**config.mk**
```make
export PLATFORM = sky130hd
export DESIGN_NAME = program_loader_flat
export DESIGN_NICKNAME = d
export VERILOG_FILES = /design/src/rtl/program_loader_if.sv /design/src/rtl/program_loader.sv /design/src/flat_wrapper.sv
export SDC_FILE = /design/constraint.sdc
export NUM_CORES = 1
export LEC_CHECK = 0
export BUFFER_PORTS_ARGS = -buffer_cell sky130_fd_sc_hd__buf_2
export CORE_MARGIN = 2
export CORE_UTILIZATION = 35
export DETAILED_ROUTE_END_ITERATION = 8
export PLACE_DENSITY = 0.52
export RECOVER_POWER = 25
export SYNTH_ARGS = -nofsm -noshare
export SYNTH_HDL_FRONTEND = slang
export SYNTH_SLANG_ARGS = --single-unit
```
**constraint.sdc**
```tcl
create_clock -name clk -period 3.35 [get_ports clk]
set_input_delay 0.67 -clock clk [delete_from_list [all_inputs] [get_ports clk]]
set_output_delay 0.67 -clock clk [all_outputs]
set_load 0.1 [all_outputs]
```
**src/rtl/program_loader_if.sv**
```systemverilog
`default_nettype none
// ============================================================================
// Module      : program_loader_if
// Description : Valid/ready instruction-word stream feeding the program loader.
//               The master drives words; the slave (loader) drives s_ready.
// Revision    : 1.0 - initial release
// ============================================================================
interface program_loader_if #(
    parameter int WIDTH = 32
);
    logic             s_valid;
    logic             s_ready;
    logic [WIDTH-1:0] s_data;
    logic             s_last;

    modport master (
        output s_valid,
        output s_data,
        output s_last,
        input  s_ready
    );

    modport slave (
        input  s_valid,
        input  s_data,
        input  s_last,
        output s_ready
    );
endinterface
`default_nettype wire

```
**src/rtl/program_loader.sv**
```systemverilog
`default_nettype none
// ============================================================================
// Module      : program_loader
// Description : Boot-time loader. Streams instruction words into consecutive
//               instruction-memory addresses while holding the core in reset,
//               then releases the core. Tracks word count, checksum and the
//               number of _check (opcode 6'b111111) instructions loaded.
// Revision    : 1.0 - initial release
// ============================================================================
module program_loader #(
    parameter int WIDTH      = 32,
    parameter int ADDR_WIDTH = 8
) (
    input  wire                   clk,
    input  wire                   rst,
    input  wire                   start,
    program_loader_if.slave       s,
    output logic                  imem_we,
    output logic [ADDR_WIDTH-1:0] imem_addr,
    output logic [WIDTH-1:0]      imem_wdata,
    output logic                  cpu_rst,
    output logic                  load_done,
    output logic                  load_error,
    output logic [ADDR_WIDTH:0]   word_count,
    output logic [WIDTH-1:0]      checksum,
    output logic [ADDR_WIDTH:0]   check_count
);

    localparam logic [2:0] c_IDLE   = 3'd0;
    localparam logic [2:0] c_LOAD   = 3'd1;
    localparam logic [2:0] c_FINISH = 3'd2;
    localparam logic [2:0] c_RUN    = 3'd3;
    localparam logic [2:0] c_ERROR  = 3'd4;

    localparam logic [ADDR_WIDTH-1:0] c_PTR_MAX = '1;
    localparam logic [ADDR_WIDTH:0]   c_CNT_ONE = (ADDR_WIDTH+1)'(1);
    localparam logic [5:0]            c_CHECK_OP = 6'b111111;

    logic [2:0]            r_state;
    logic [ADDR_WIDTH-1:0] r_ptr;
    logic                  w_accept;
    logic                  w_is_check;

    assign s.s_ready  = (r_state == c_LOAD);
    assign w_accept   = s.s_valid && (r_state == c_LOAD);
    assign w_is_check = (s.s_data[WIDTH-1 -: 6] == c_CHECK_OP);

    // Loader FSM: sequencing, memory write port, core reset and statistics.
    always_ff @(posedge clk) begin
        if (rst) begin
            r_state     <= c_IDLE;
            r_ptr       <= '0;
            imem_we     <= 1'b0;
            imem_addr   <= '0;
            imem_wdata  <= '0;
            cpu_rst     <= 1'b1;
            load_done   <= 1'b0;
            load_error  <= 1'b0;
            word_count  <= '0;
            checksum    <= '0;
            check_count <= '0;
        end else begin
            // Write strobe is a one-cycle pulse following each accept.
            imem_we <= 1'b0;
            case (r_state)
                c_IDLE: begin
                    if (start) begin
                        r_state     <= c_LOAD;
                        r_ptr       <= '0;
                        word_count  <= '0;
                        checksum    <= '0;
                        check_count <= '0;
                    end
                end
                c_LOAD: begin
                    if (w_accept) begin
                        imem_we    <= 1'b1;
                        imem_addr  <= r_ptr;
                        imem_wdata <= s.s_data;
                        r_ptr      <= r_ptr + 1'b1;
                        word_count <= word_count + c_CNT_ONE;
                        checksum   <= checksum + s.s_data;
                        if (w_is_check) begin
                            check_count <= check_count + c_CNT_ONE;
                        end
                        // A last word at the final address is a legal full program.
                        if (s.s_last) begin
                            r_state <= c_FINISH;
                        end else if (r_ptr == c_PTR_MAX) begin
                            r_state    <= c_ERROR;
                            load_error <= 1'b1;
                        end
                    end
                end
                c_FINISH: begin
                    // Final write completes this cycle; core leaves reset after it.
                    r_state   <= c_RUN;
                    cpu_rst   <= 1'b0;
                    load_done <= 1'b1;
                end
                c_RUN, c_ERROR: begin
                    if (start) begin
                        r_state     <= c_LOAD;
                        r_ptr       <= '0;
                        cpu_rst     <= 1'b1;
                        load_done   <= 1'b0;
                        load_error  <= 1'b0;
                        word_count  <= '0;
                        checksum    <= '0;
                        check_count <= '0;
                    end
                end
                default: begin
                    r_state <= c_IDLE;
                    cpu_rst <= 1'b1;
                end
            endcase
        end
    end

endmodule
`default_nettype wire
```
**src/flat_wrapper.sv**
```systemverilog
// flat-port wrapper written by rule: the top's interface ports become plain ports
module program_loader_flat 
#(
    parameter int WIDTH      = 32,
    parameter int ADDR_WIDTH = 8
)
  (clk, rst, start, imem_we, imem_addr, imem_wdata, cpu_rst, load_done, load_error, word_count, checksum, check_count, s_s_valid, s_s_data, s_s_last, s_s_ready);
  program_loader_if #(.WIDTH(WIDTH)) s_i ();
  input  wire clk;
  input  wire rst;
  input  wire start;
  output logic imem_we;
  output logic [ADDR_WIDTH-1:0] imem_addr;
  output logic [WIDTH-1:0] imem_wdata;
  output logic cpu_rst;
  output logic load_done;
  output logic load_error;
  output logic [ADDR_WIDTH:0] word_count;
  output logic [WIDTH-1:0] checksum;
  output logic [ADDR_WIDTH:0] check_count;
  input wire logic [$bits(s_i.s_valid)-1:0] s_s_valid;
  input wire logic [$bits(s_i.s_data)-1:0] s_s_data;
  input wire logic [$bits(s_i.s_last)-1:0] s_s_last;
  output wire logic [$bits(s_i.s_ready)-1:0] s_s_ready;
  assign s_i.s_valid = s_s_valid;
  assign s_i.s_data = s_s_data;
  assign s_i.s_last = s_s_last;
  assign s_s_ready = s_i.s_ready;
  program_loader #(.WIDTH(WIDTH), .ADDR_WIDTH(ADDR_WIDTH)) u_core (.clk(clk), .rst(rst), .start(start), .s(s_i), .imem_we(imem_we), .imem_addr(imem_addr), .imem_wdata(imem_wdata), .cpu_rst(cpu_rst), .load_done(load_done), .load_error(load_error), .word_count(word_count), .checksum(checksum), .check_count(check_count));
endmodule
```
==> impl_metrics.tcl, run 1 <==
set metrics [dict create \
    outcome "finished, violations left" \
    violations "max-capacitance violations, max-slew violations" \
    dr.pass1.iters 4 \
    cp_cell_sequence "buf_2 -> ha_1 -> inv_1 -> fa_1 -> nor2b_2 -> o31ai_2 -> a211oi_4 -> o21ai_4 -> a2111oi_4 -> o2111ai_1 -> and3_1 -> o31ai_2" \
    tritoncts "done" \
    startpoint_type "primary input" \
    vias 5502 \
    ys_seq_area_share_pct 37.1 \
    fin_nets 903 \
    grt_usage_pct 18.7 \
    synth_edf_count 0 \
    crit_buf_inv 2 \
    ant_nets 0 \
    vdd_drop_max_mv 0.247 \
    r2r_slack_ns 0.56 \
    cap_violations 1 \
    reg2regPathDepth 11 \
    p_leak_nw 2.83 \
    final-seq-area_um2 2100 \
    first_global_vias 5319 \
    gp_congestion 0.857 \
    maxSlewHeadroom_pct -35.5 \
    hold_buffers 0 \
    post_cts_buffers 0 \
    htree_levels 3 \
    utilization_pct 42.5 \
    setup_viol 0 \
    critPathMaxFanout 6 \
    cts_inserted_buffers 9 \
    vias_per_cell 5.23 \
    pwr_density_cell_nw_per_um2 486 \
    grt_max_degree 55 \
    coreArea_um2 15900 \
    worstHoldStart "u_core.imem_wdata[11]" \
    dieArea_um2 17200 \
    worst_path_max_delay_cell "fa_1" \
    antenna_found_initial 0 \
    grt_first_pass_wirelength_mm 26.4 \
    hold_class "reg -> reg" \
    tns_ns 0 \
    synth.distinct_cells 62 \
    max_stage_delay_ns 0.41 \
    multi_input_area_um2 3400 \
    synthArstFlopShare_pct 0 \
    wl_per_cell_um 15.2 \
    grt_setup_unrepaired "false" \
    end_kind "flop" \
    finalHoldViolCount 0 \
    port_buffers 131 \
    fillers 1728 \
    synth_area_um2 5670 \
    clk_pin_slew_ns 0.07 \
    clk_latency_ns 0.36 \
    stdcell_area_um2 6750 \
    overflow 0 \
    dp_hpwl_mm 11.8 \
    antennaDiodeCount 0 \
    drc_errors 0 \
    crit_top_cell "o31ai_2" \
    cts-resized-gates 0 \
    hold-path-endpoint "u_core.imem_wdata[11]" \
    drt_iter0_markers 447 \
    synth_seq_cells 105 \
    finalCriticalPeriod_ns 2.85 \
    drt_wl_total_mm 15.9 \
    worstSetupPathType "in -> reg" \
    finClkSkew_ns 0.00686 \
    cts.sinks 105 \
    netlist_instances 716 \
    postSynthAreaPerCell_um2 7.92 \
    dieWidth_um 131 \
    r2r_end "u_core.checksum[30]" \
    worstMarginPinSlew_ns 2.03 \
    yosys_most_used_dff "dfxtp_1" \
    area_growth_pct 19.0 \
    start_util_pct 35.7 \
    die_h_um 131 \
    rows 46 \
    cp.arrival_ns 3.13 \
    clockBufferDepth 2 \
    drive_gt1_share_pct 14.7 \
    critPathTopFamily "compound AO/OA/AOI/OAI gates" \
    place_area_um2 6520 \
    ys_warn_count 0 \
    r2r_start "u_core.checksum[0]" \
    cts_root_buffer "clkbuf_16" \
    hold_depth 2 \
    io_pins 132 \
    fmax_ghz 0.351 \
    place_ws_ns 0.144 \
    synth_nets 788 \
    postLayoutSetupSlackWorst_ns 0.502 \
    fin_crit_sh_pct 85.0 \
    drv_slew 45 \
    required_ns 3.63 \
]
[layout by cell type (no fill, tap or decap), drive strengths merged, types with 4 or more instances in the layout]
| cell | count |
|---|---|
| ha | 34 |
| inv | 10 |
| nor3b | 4 |
| nor2b | 7 |
| a21o | 16 |
| clkinv | 5 |
| dfxtp | 105 |
| nand2 | 135 |
| a22oi | 11 |
| and3 | 9 |
| o21ai | 46 |
| nor3 | 10 |
| nand3 | 9 |
| nor2 | 65 |
| xnor2 | 10 |
| or3 | 10 |
| nand2b | 8 |
| o31ai | 6 |
| and2 | 4 |
| a211oi | 5 |
| o21a | 9 |
| a21oi | 93 |
| nand4 | 12 |
| xor2 | 24 |
| clkbuf | 57 |
| buf | 90 |
[cells by family after synthesis]
kind of cell | count (synthesis) | share of synthesized area, %
mux | 3 | 0.530
buf+inv | 43 | 3.00
xor+xnor | 34 | 5.25
compound gates | 217 | 24.4
simple gates | 279 | 21.9
fa+ha+maj | 35 | 7.86
flops | 105 | 37.1
[per-stage QoR]
step | hold WS [ns] | total power, mW | cells
final | 0.454 | 3.28 | 1052
after floorplan | 0.446 | 2.08 | 716
after global placement | 0.438 | 2.26 | 1036
after detailed placement | 0.443 | 2.27 | 1036
after global routing | 0.480 | 3.46 | 1052
after CTS | 0.453 | 3.34 | 1052
[power breakdown]
part	internal (mW)	leakage, nW	switching [mW]
Combinational	0.208	1.83	0.683
Clock	0.519	0.140	0.530
Sequential	1.30	0.852	0.0431
Total	2.03	2.83	1.26
[layout make-up]
type	instances	share of cell area, %
clock buffer	9	3.34
clock inverter	7	0.983
inverter	9	0.501
multi-input combinational	568	50.4
sequential	105	31.2
tap	216	4.01
timing repair buffer	138	9.59
[worst register-to-register path, stage by stage (launching register included)]
cell	delay, ns
dfxtp_2	0.35
ha_1	0.21
inv_1	0.07
fa_1	0.42
nor2b_2	0.16
o31ai_2	0.11
a211oi_4	0.33
o21ai_4	0.14
a2111oi_4	0.36
o2111ai_1	0.16
and3_1	0.22
o31ai_2	0.19
[synth_stat cells, types with 2 or more instances]
cell	number	area, um^2
xor2_1	24	210
and4_1	2	17.5
inv_1	9	33.8
a31oi_1	3	18.8
nand4_1	12	75.1
o211ai_1	2	15.0
nand2b_1	8	50.1
and3_1	9	56.3
dfxtp_1	105	2100
nor3b_1	4	30.0
nor3_1	9	45.0
buf_2	7	35.0
o21ai_0	36	180
o21ai_1	8	40.0
a21o_1	16	120
a21oi_1	93	465
o31ai_2	2	25.0
a22oi_1	11	82.6
o31ai_1	4	30.0
clkbuf_1	22	82.6
nor2_1	65	244
nand2_1	135	507
o21a_1	9	67.6
a211oi_1	3	22.5
nand3_1	9	45.0
o41ai_1	2	17.5
mux2i_1	3	30.0
buf_1	5	18.8
and2_1	4	25.0
a211o_1	3	26.3
o31a_1	2	17.5
or3_1	10	62.6
xnor2_1	10	87.6
nor2b_1	6	37.5
a311oi_1	2	17.5
ha_1	34	425
a32oi_1	3	26.3
[metal layers]
layer | part of all wire [%] | GRT usage (%) | vias up
met5 | 0 | 0 | -
met4 | 1.6 | 6.76 | 0
met3 | 4.4 | 3.16 | 17
met2 | 46 | 30.7 | 125
met1 | 48 | 24.7 | 2593
li1 | - | - | 2767
[state kept, by name (all words and copies together), names as in the netlist, 3 cells and up]
register / flops
u_core.word_count: 9
u_core.imem_addr: 8
u_core.r_ptr: 8
u_core.r_state: 3
u_core.checksum: 32
u_core.imem_wdata: 32
u_core.check_count: 9
[worst max path at each step]
stage	from	to	slack, ns	depth (start not counted)
finish	s_s_data[0]	u_core.checksum[30]	0.50	12
global route	s_s_data[0]	u_core.checksum[30]	0.31	12
CTS	s_s_data[0]	u_core.checksum[30]	0.52	12
detailed placement	s_s_data[0]	u_core.checksum[30]	0.14	12
global placement	s_s_data[0]	u_core.checksum[30]	0.20	12
floorplan	u_core.r_state[0]	u_core.check_count[8]	0.1	8
Power figures use the tool's default switching activity.
==> run 2, diff against run 1 <==
--- a/config.mk
+++ b/config.mk
@@ -7,9 +7,9 @@
 export LEC_CHECK = 0
 export BUFFER_PORTS_ARGS = -buffer_cell sky130_fd_sc_hd__buf_2
 export CORE_MARGIN = 2
-export CORE_UTILIZATION = 35
+export CORE_UTILIZATION = 40
 export DETAILED_ROUTE_END_ITERATION = 8
-export PLACE_DENSITY = 0.52
+export PLACE_DENSITY = 0.58
 export RECOVER_POWER = 25
 export SYNTH_ARGS = -nofsm -noshare
 export SYNTH_HDL_FRONTEND = slang
==> impl_metrics.tcl, run 2 (synthesis results as in run 1) <==
set metrics [dict create \
    outcome "finished, violations left" \
    violations "max-capacitance violations, max-slew violations" \
    combPwrFrac_pct 26.9 \
    io_pins 132 \
    hold_class "reg -> reg" \
    finalCriticalPeriod_ns 2.85 \
    power.switching_mw 1.26 \
    dp_hpwl_mm 11.1 \
    worstSetupPathType "in -> reg" \
    startpoint_type "primary input" \
    grt_setup_unrepaired "false" \
    power.share.clock_pct 32.6 \
    start_util_pct 40.9 \
    coreArea_um2 13900 \
    fmax_ghz 0.351 \
    clk_latency_ns 0.36 \
    htree_levels 3 \
    cts.sinks 105 \
    setup_viol 0 \
    clk_pin_slew_ns 0.08 \
    gp_congestion 0.876 \
    reg_top3 "u_core.checksum (32), u_core.imem_wdata (32)" \
    critPathMaxFanout 6 \
    overflow 0 \
    clockBufferDepth 2 \
    dieArea_um2 15100 \
    dp_cells 999 \
    r2r_start "u_core.checksum[0]" \
    fin_nets 902 \
    finalHoldViolCount 0 \
    cap_violations 1 \
    maxSlewHeadroom_pct -32.7 \
    fin_cells 1015 \
    worstMarginPinSlew_ns 1.99 \
    drc_errors 0 \
    crit_start "s_s_data[0]" \
    ant_nets 0 \
    power_frac_seq_pct 40.5 \
    p_int_mw 2.05 \
    end_kind "flop" \
    worstHoldStart "u_core.imem_wdata[16]" \
    drt_wl_total_mm 15.4 \
    tns_ns 0 \
    dr.pass1.iters 4 \
    rows 43 \
    cts_root_buffer "clkbuf_16" \
    whs_ns 0.458 \
    vdd_drop_max_mv 0.282 \
    wl_per_cell_um 15.2 \
    drt_iter0_markers 285 \
    vias 5501 \
    die_h_um 123 \
    p_leak_nw 2.83 \
    pwr_density_cell_nw_per_um2 493 \
    first_global_vias 5070 \
    drv_slew 42 \
    layout_common_cells "nand2_1 (135), dfxtp_1 (104), a21oi_1 (93), buf_2 (85), nor2_1 (65)" \
    grt_max_degree 55 \
    drive_gt1_share_pct 14.6 \
    cts_inserted_buffers 9 \
    post_cts_buffers 0 \
    utilization_pct 48.3 \
    vias_per_cell 5.42 \
    dieWidth_um 123 \
    fin_crit_sh_pct 85.0 \
    mostFrequentLayoutCell "nand2_1" \
    port_buffers 131 \
    cts-resized-gates 0 \
    required_ns 3.63 \
    tritoncts "done" \
    antenna_found_initial 0 \
    switching_share_pct 38.1 \
    place_area_um2 6460 \
    grt_usage_pct 20.7 \
    cp.arrival_ns 3.13 \
    finClkSkew_ns 0.00623 \
    stdcell_area_um2 6700 \
    antennaDiodeCount 0 \
    grt_first_pass_wirelength_mm 24.9 \
    area_growth_pct 18.2 \
    hold_buffers 0 \
]
[run 2: layout make-up]
class / count / area [um^2]
repair buffers: 137 / 641
clock buffers: 10 / 239
clock inverters: 6 / 61.3
well taps: 180 / 225
multi-input cells: 568 / 3400
inverters: 9 / 33.8
flip-flops and latches: 105 / 2100
fillers: 1432 / 7180
[run 2: worst paths after layout]
kind                           endpoint  slack (ns)  depth (start not counted)
setup / recovery    u_core.checksum[30]        0.50                         12
hold reg to reg   u_core.imem_wdata[16]        0.46                          2
setup reg to reg    u_core.checksum[30]        0.56                         11
hold / removal    u_core.imem_wdata[16]        0.46                          2
[run 2: through the flow]
step | total power, mW | setup slack [ns]
floorplan | 2.08 | 0.0968
global placement | 2.25 | 0.203
detailed placement | 2.26 | 0.150
CTS | 3.35 | 0.524
global route | 3.46 | 0.331
finish | 3.31 | 0.503
[run 2: power groups by stage]
stage / Sequential [mW] / Combinational, mW / Clock [mW]
3_5_place_dp: 1.37 / 0.893 / 0
2_1_floorplan: 1.70 / 0.382 / 0
5_1_grt: 1.35 / 0.957 / 1.16
6_report: 1.34 / 0.888 / 1.08
3_3_place_gp: 1.37 / 0.885 / 0
4_1_cts: 1.34 / 0.897 / 1.11
[run 2: worst max-delay path, stage by stage]
cell	delay, ns
buf_2	0.09
ha_1	0.21
inv_1	0.07
fa_1	0.41
nor2b_2	0.17
o31ai_2	0.11
a211oi_4	0.33
o21ai_4	0.14
a2111oi_4	0.36
o2111ai_1	0.15
and3_1	0.22
o31ai_2	0.20
[run 2: layer usage]
layer	vias to the layer above	global-route usage (%)	wire length, um
li1	2757	-	-
met1	2603	27.9	7280
met2	131	34.0	7180
met3	10	3.14	782
met4	0	6.61	194
met5	-	0	0
==> run 3, diff against run 2 <==
==> constraint.sdc (replaced) <==
create_clock -name clk -period 2.9 [get_ports clk]
set_input_delay 0.58 -clock clk [delete_from_list [all_inputs] [get_ports clk]]
set_output_delay 0.58 -clock clk [all_outputs]
set_load 0.1 [all_outputs]
==> impl_metrics.tcl, run 3 (synthesis results as in run 1) <==
set metrics [dict create \
    outcome "finished clean" \
    drv_slew 0 \
    start_util_pct 40.9 \
    fin_crit_sh_pct 92.5 \
    drt_iter0_markers 320 \
    clk_pin_slew_ns 0.07 \
    grt_usage_pct 21.6 \
    finalCriticalPeriod_ns 2.68 \
    overflow 0 \
    layout_common_cells "nand2_1 (135), a21oi_1 (93), dfxtp_1 (93), buf_2 (83), nor2_1 (64)" \
    worstMarginPinSlew_ns 1.24 \
    tns_ns 0 \
    ant_nets 0 \
    p_int_mw 2.56 \
    required_ns 3.17 \
    power.switching_mw 1.43 \
    fmax_ghz 0.373 \
    drive_gt1_share_pct 18.5 \
    vias_per_cell 5.34 \
    hold_class "reg -> reg" \
    grt_max_degree 58 \
    io_pins 132 \
    die_h_um 123 \
    mostFrequentLayoutCell "nand2_1" \
    post_cts_buffers 0 \
    p_leak_nw 2.98 \
    place_area_um2 6690 \
    antennaDiodeCount 0 \
    grt_first_pass_wirelength_mm 26.2 \
    fin_nets 930 \
    pwr_density_cell_nw_per_um2 573 \
    finalHoldViolCount 0 \
    cts.sinks 105 \
    first_global_vias 5486 \
    drc_errors 0 \
    port_buffers 131 \
    worstSetupPathType "reg -> reg" \
    cts-resized-gates 0 \
    total_power_mw 3.99 \
    maxSlewHeadroom_pct 17.4 \
    antenna_found_initial 0 \
    coreArea_um2 13900 \
    clockBufferDepth 2 \
    tritoncts "done" \
    cts_inserted_buffers 9 \
    htree_levels 3 \
    power.share.clock_pct 34.3 \
    vias 5567 \
    dp_hpwl_mm 11.6 \
    cp.arrival_ns 2.95 \
    clk_latency_ns 0.35 \
    grt_setup_unrepaired "false" \
    dr.pass1.iters 4 \
    drt_wl_total_mm 15.8 \
    finClkSkew_ns 0.00989 \
    area_growth_pct 22.8 \
    vdd_drop_max_mv 0.257 \
    stdcell_area_um2 6960 \
    rows 43 \
    reg_top3 "u_core.checksum (32), u_core.imem_wdata (32)" \
    hold_buffers 0 \
    wl_per_cell_um 15.2 \
    power_frac_seq_pct 38.9 \
    gp_congestion 0.869 \
    startpoint_type "flop" \
    dieWidth_um 123 \
    cts_root_buffer "clkbuf_16" \
    end_kind "flop" \
    setup_viol 0 \
    dieArea_um2 15100 \
    cap_violations 0 \
    combPwrFrac_pct 26.8 \
    critPathMaxFanout 4 \
    switching_share_pct 35.7 \
]
-- run 3: cell types whose count changed in the layout (fill, tap and decap cells not counted) --
cell	before	now
buf_4	5	33
dfxtp_1	104	93
dfxtp_2	1	12
buf_2	85	83
bufinv_16	0	2
clkbuf_1	46	48
clkinv_4	2	1
clkinv_8	1	0
nor2_1	65	64
nor2_2	0	1
-- run 3: path summary, 6_finish.rpt --
path                         start                    end  slack, ns  depth (start not counted)
min          u_core.imem_wdata[15]  u_core.imem_wdata[15]       0.46                          2
min reg2reg  u_core.imem_wdata[15]  u_core.imem_wdata[15]       0.46                          2
max             u_core.checksum[0]    u_core.checksum[30]       0.22                         11
max reg2reg     u_core.checksum[0]    u_core.checksum[30]       0.22                         11
-- run 3: worst max-delay path, stage by stage (launching register included) --
cell and delay (ns):
dfxtp_2 0.34, ha_1 0.17, inv_1 0.06, fa_1 0.41
nor2b_2 0.17, o31ai_2 0.10, a211oi_4 0.32, o21ai_4 0.12
a2111oi_4 0.34, o2111ai_1 0.16, and3_1 0.22, o31ai_2 0.20
-- run 3: layer usage --
| layer | track usage [%] | up-vias | part of all wire [%] |
|---|---|---|---|
| li1 | - | 2816 | - |
| met1 | 28.3 | 2623 | 47 |
| met2 | 36.0 | 116 | 47 |
| met3 | 3.27 | 12 | 4.4 |
| met4 | 7.88 | 0 | 1.1 |
| met5 | 0 | - | 0 |
-- run 3: power by group through the flow --
stage | clock, mW | sequential [mW] | combinational (mW)
CTS | 1.41 | 1.55 | 1.08
floorplan | 0 | 1.96 | 0.441
global route | 1.47 | 1.56 | 1.15
finish | 1.37 | 1.55 | 1.07
global placement | 0 | 1.58 | 1.06
detailed placement | 0 | 1.58 | 1.07
-- run 3: area by class of cell --
type | instances | area, um^2
Inverter | 9 | 33.8
Sequential cell | 105 | 2120
Tap cell | 180 | 225
Multi-Input combinational cell | 568 | 3400
Timing Repair Buffer | 165 | 848
Fill cell | 1406 | 6920
Clock inverter | 6 | 96.3
Clock buffer | 10 | 239
-- run 3: per-stage QoR --
stage          setup slack [ns]  hold WS (ns)  cells  util, %
2_1_floorplan            -0.105         0.446    716        -
3_5_place_dp             -0.130         0.444   1027     48.2
4_1_cts                   0.212         0.454   1043     50.6
5_1_grt                  0.0308         0.473   1043     50.2
3_3_place_gp            -0.0774         0.438   1027     48.2
6_report                  0.218         0.456   1043     50.2
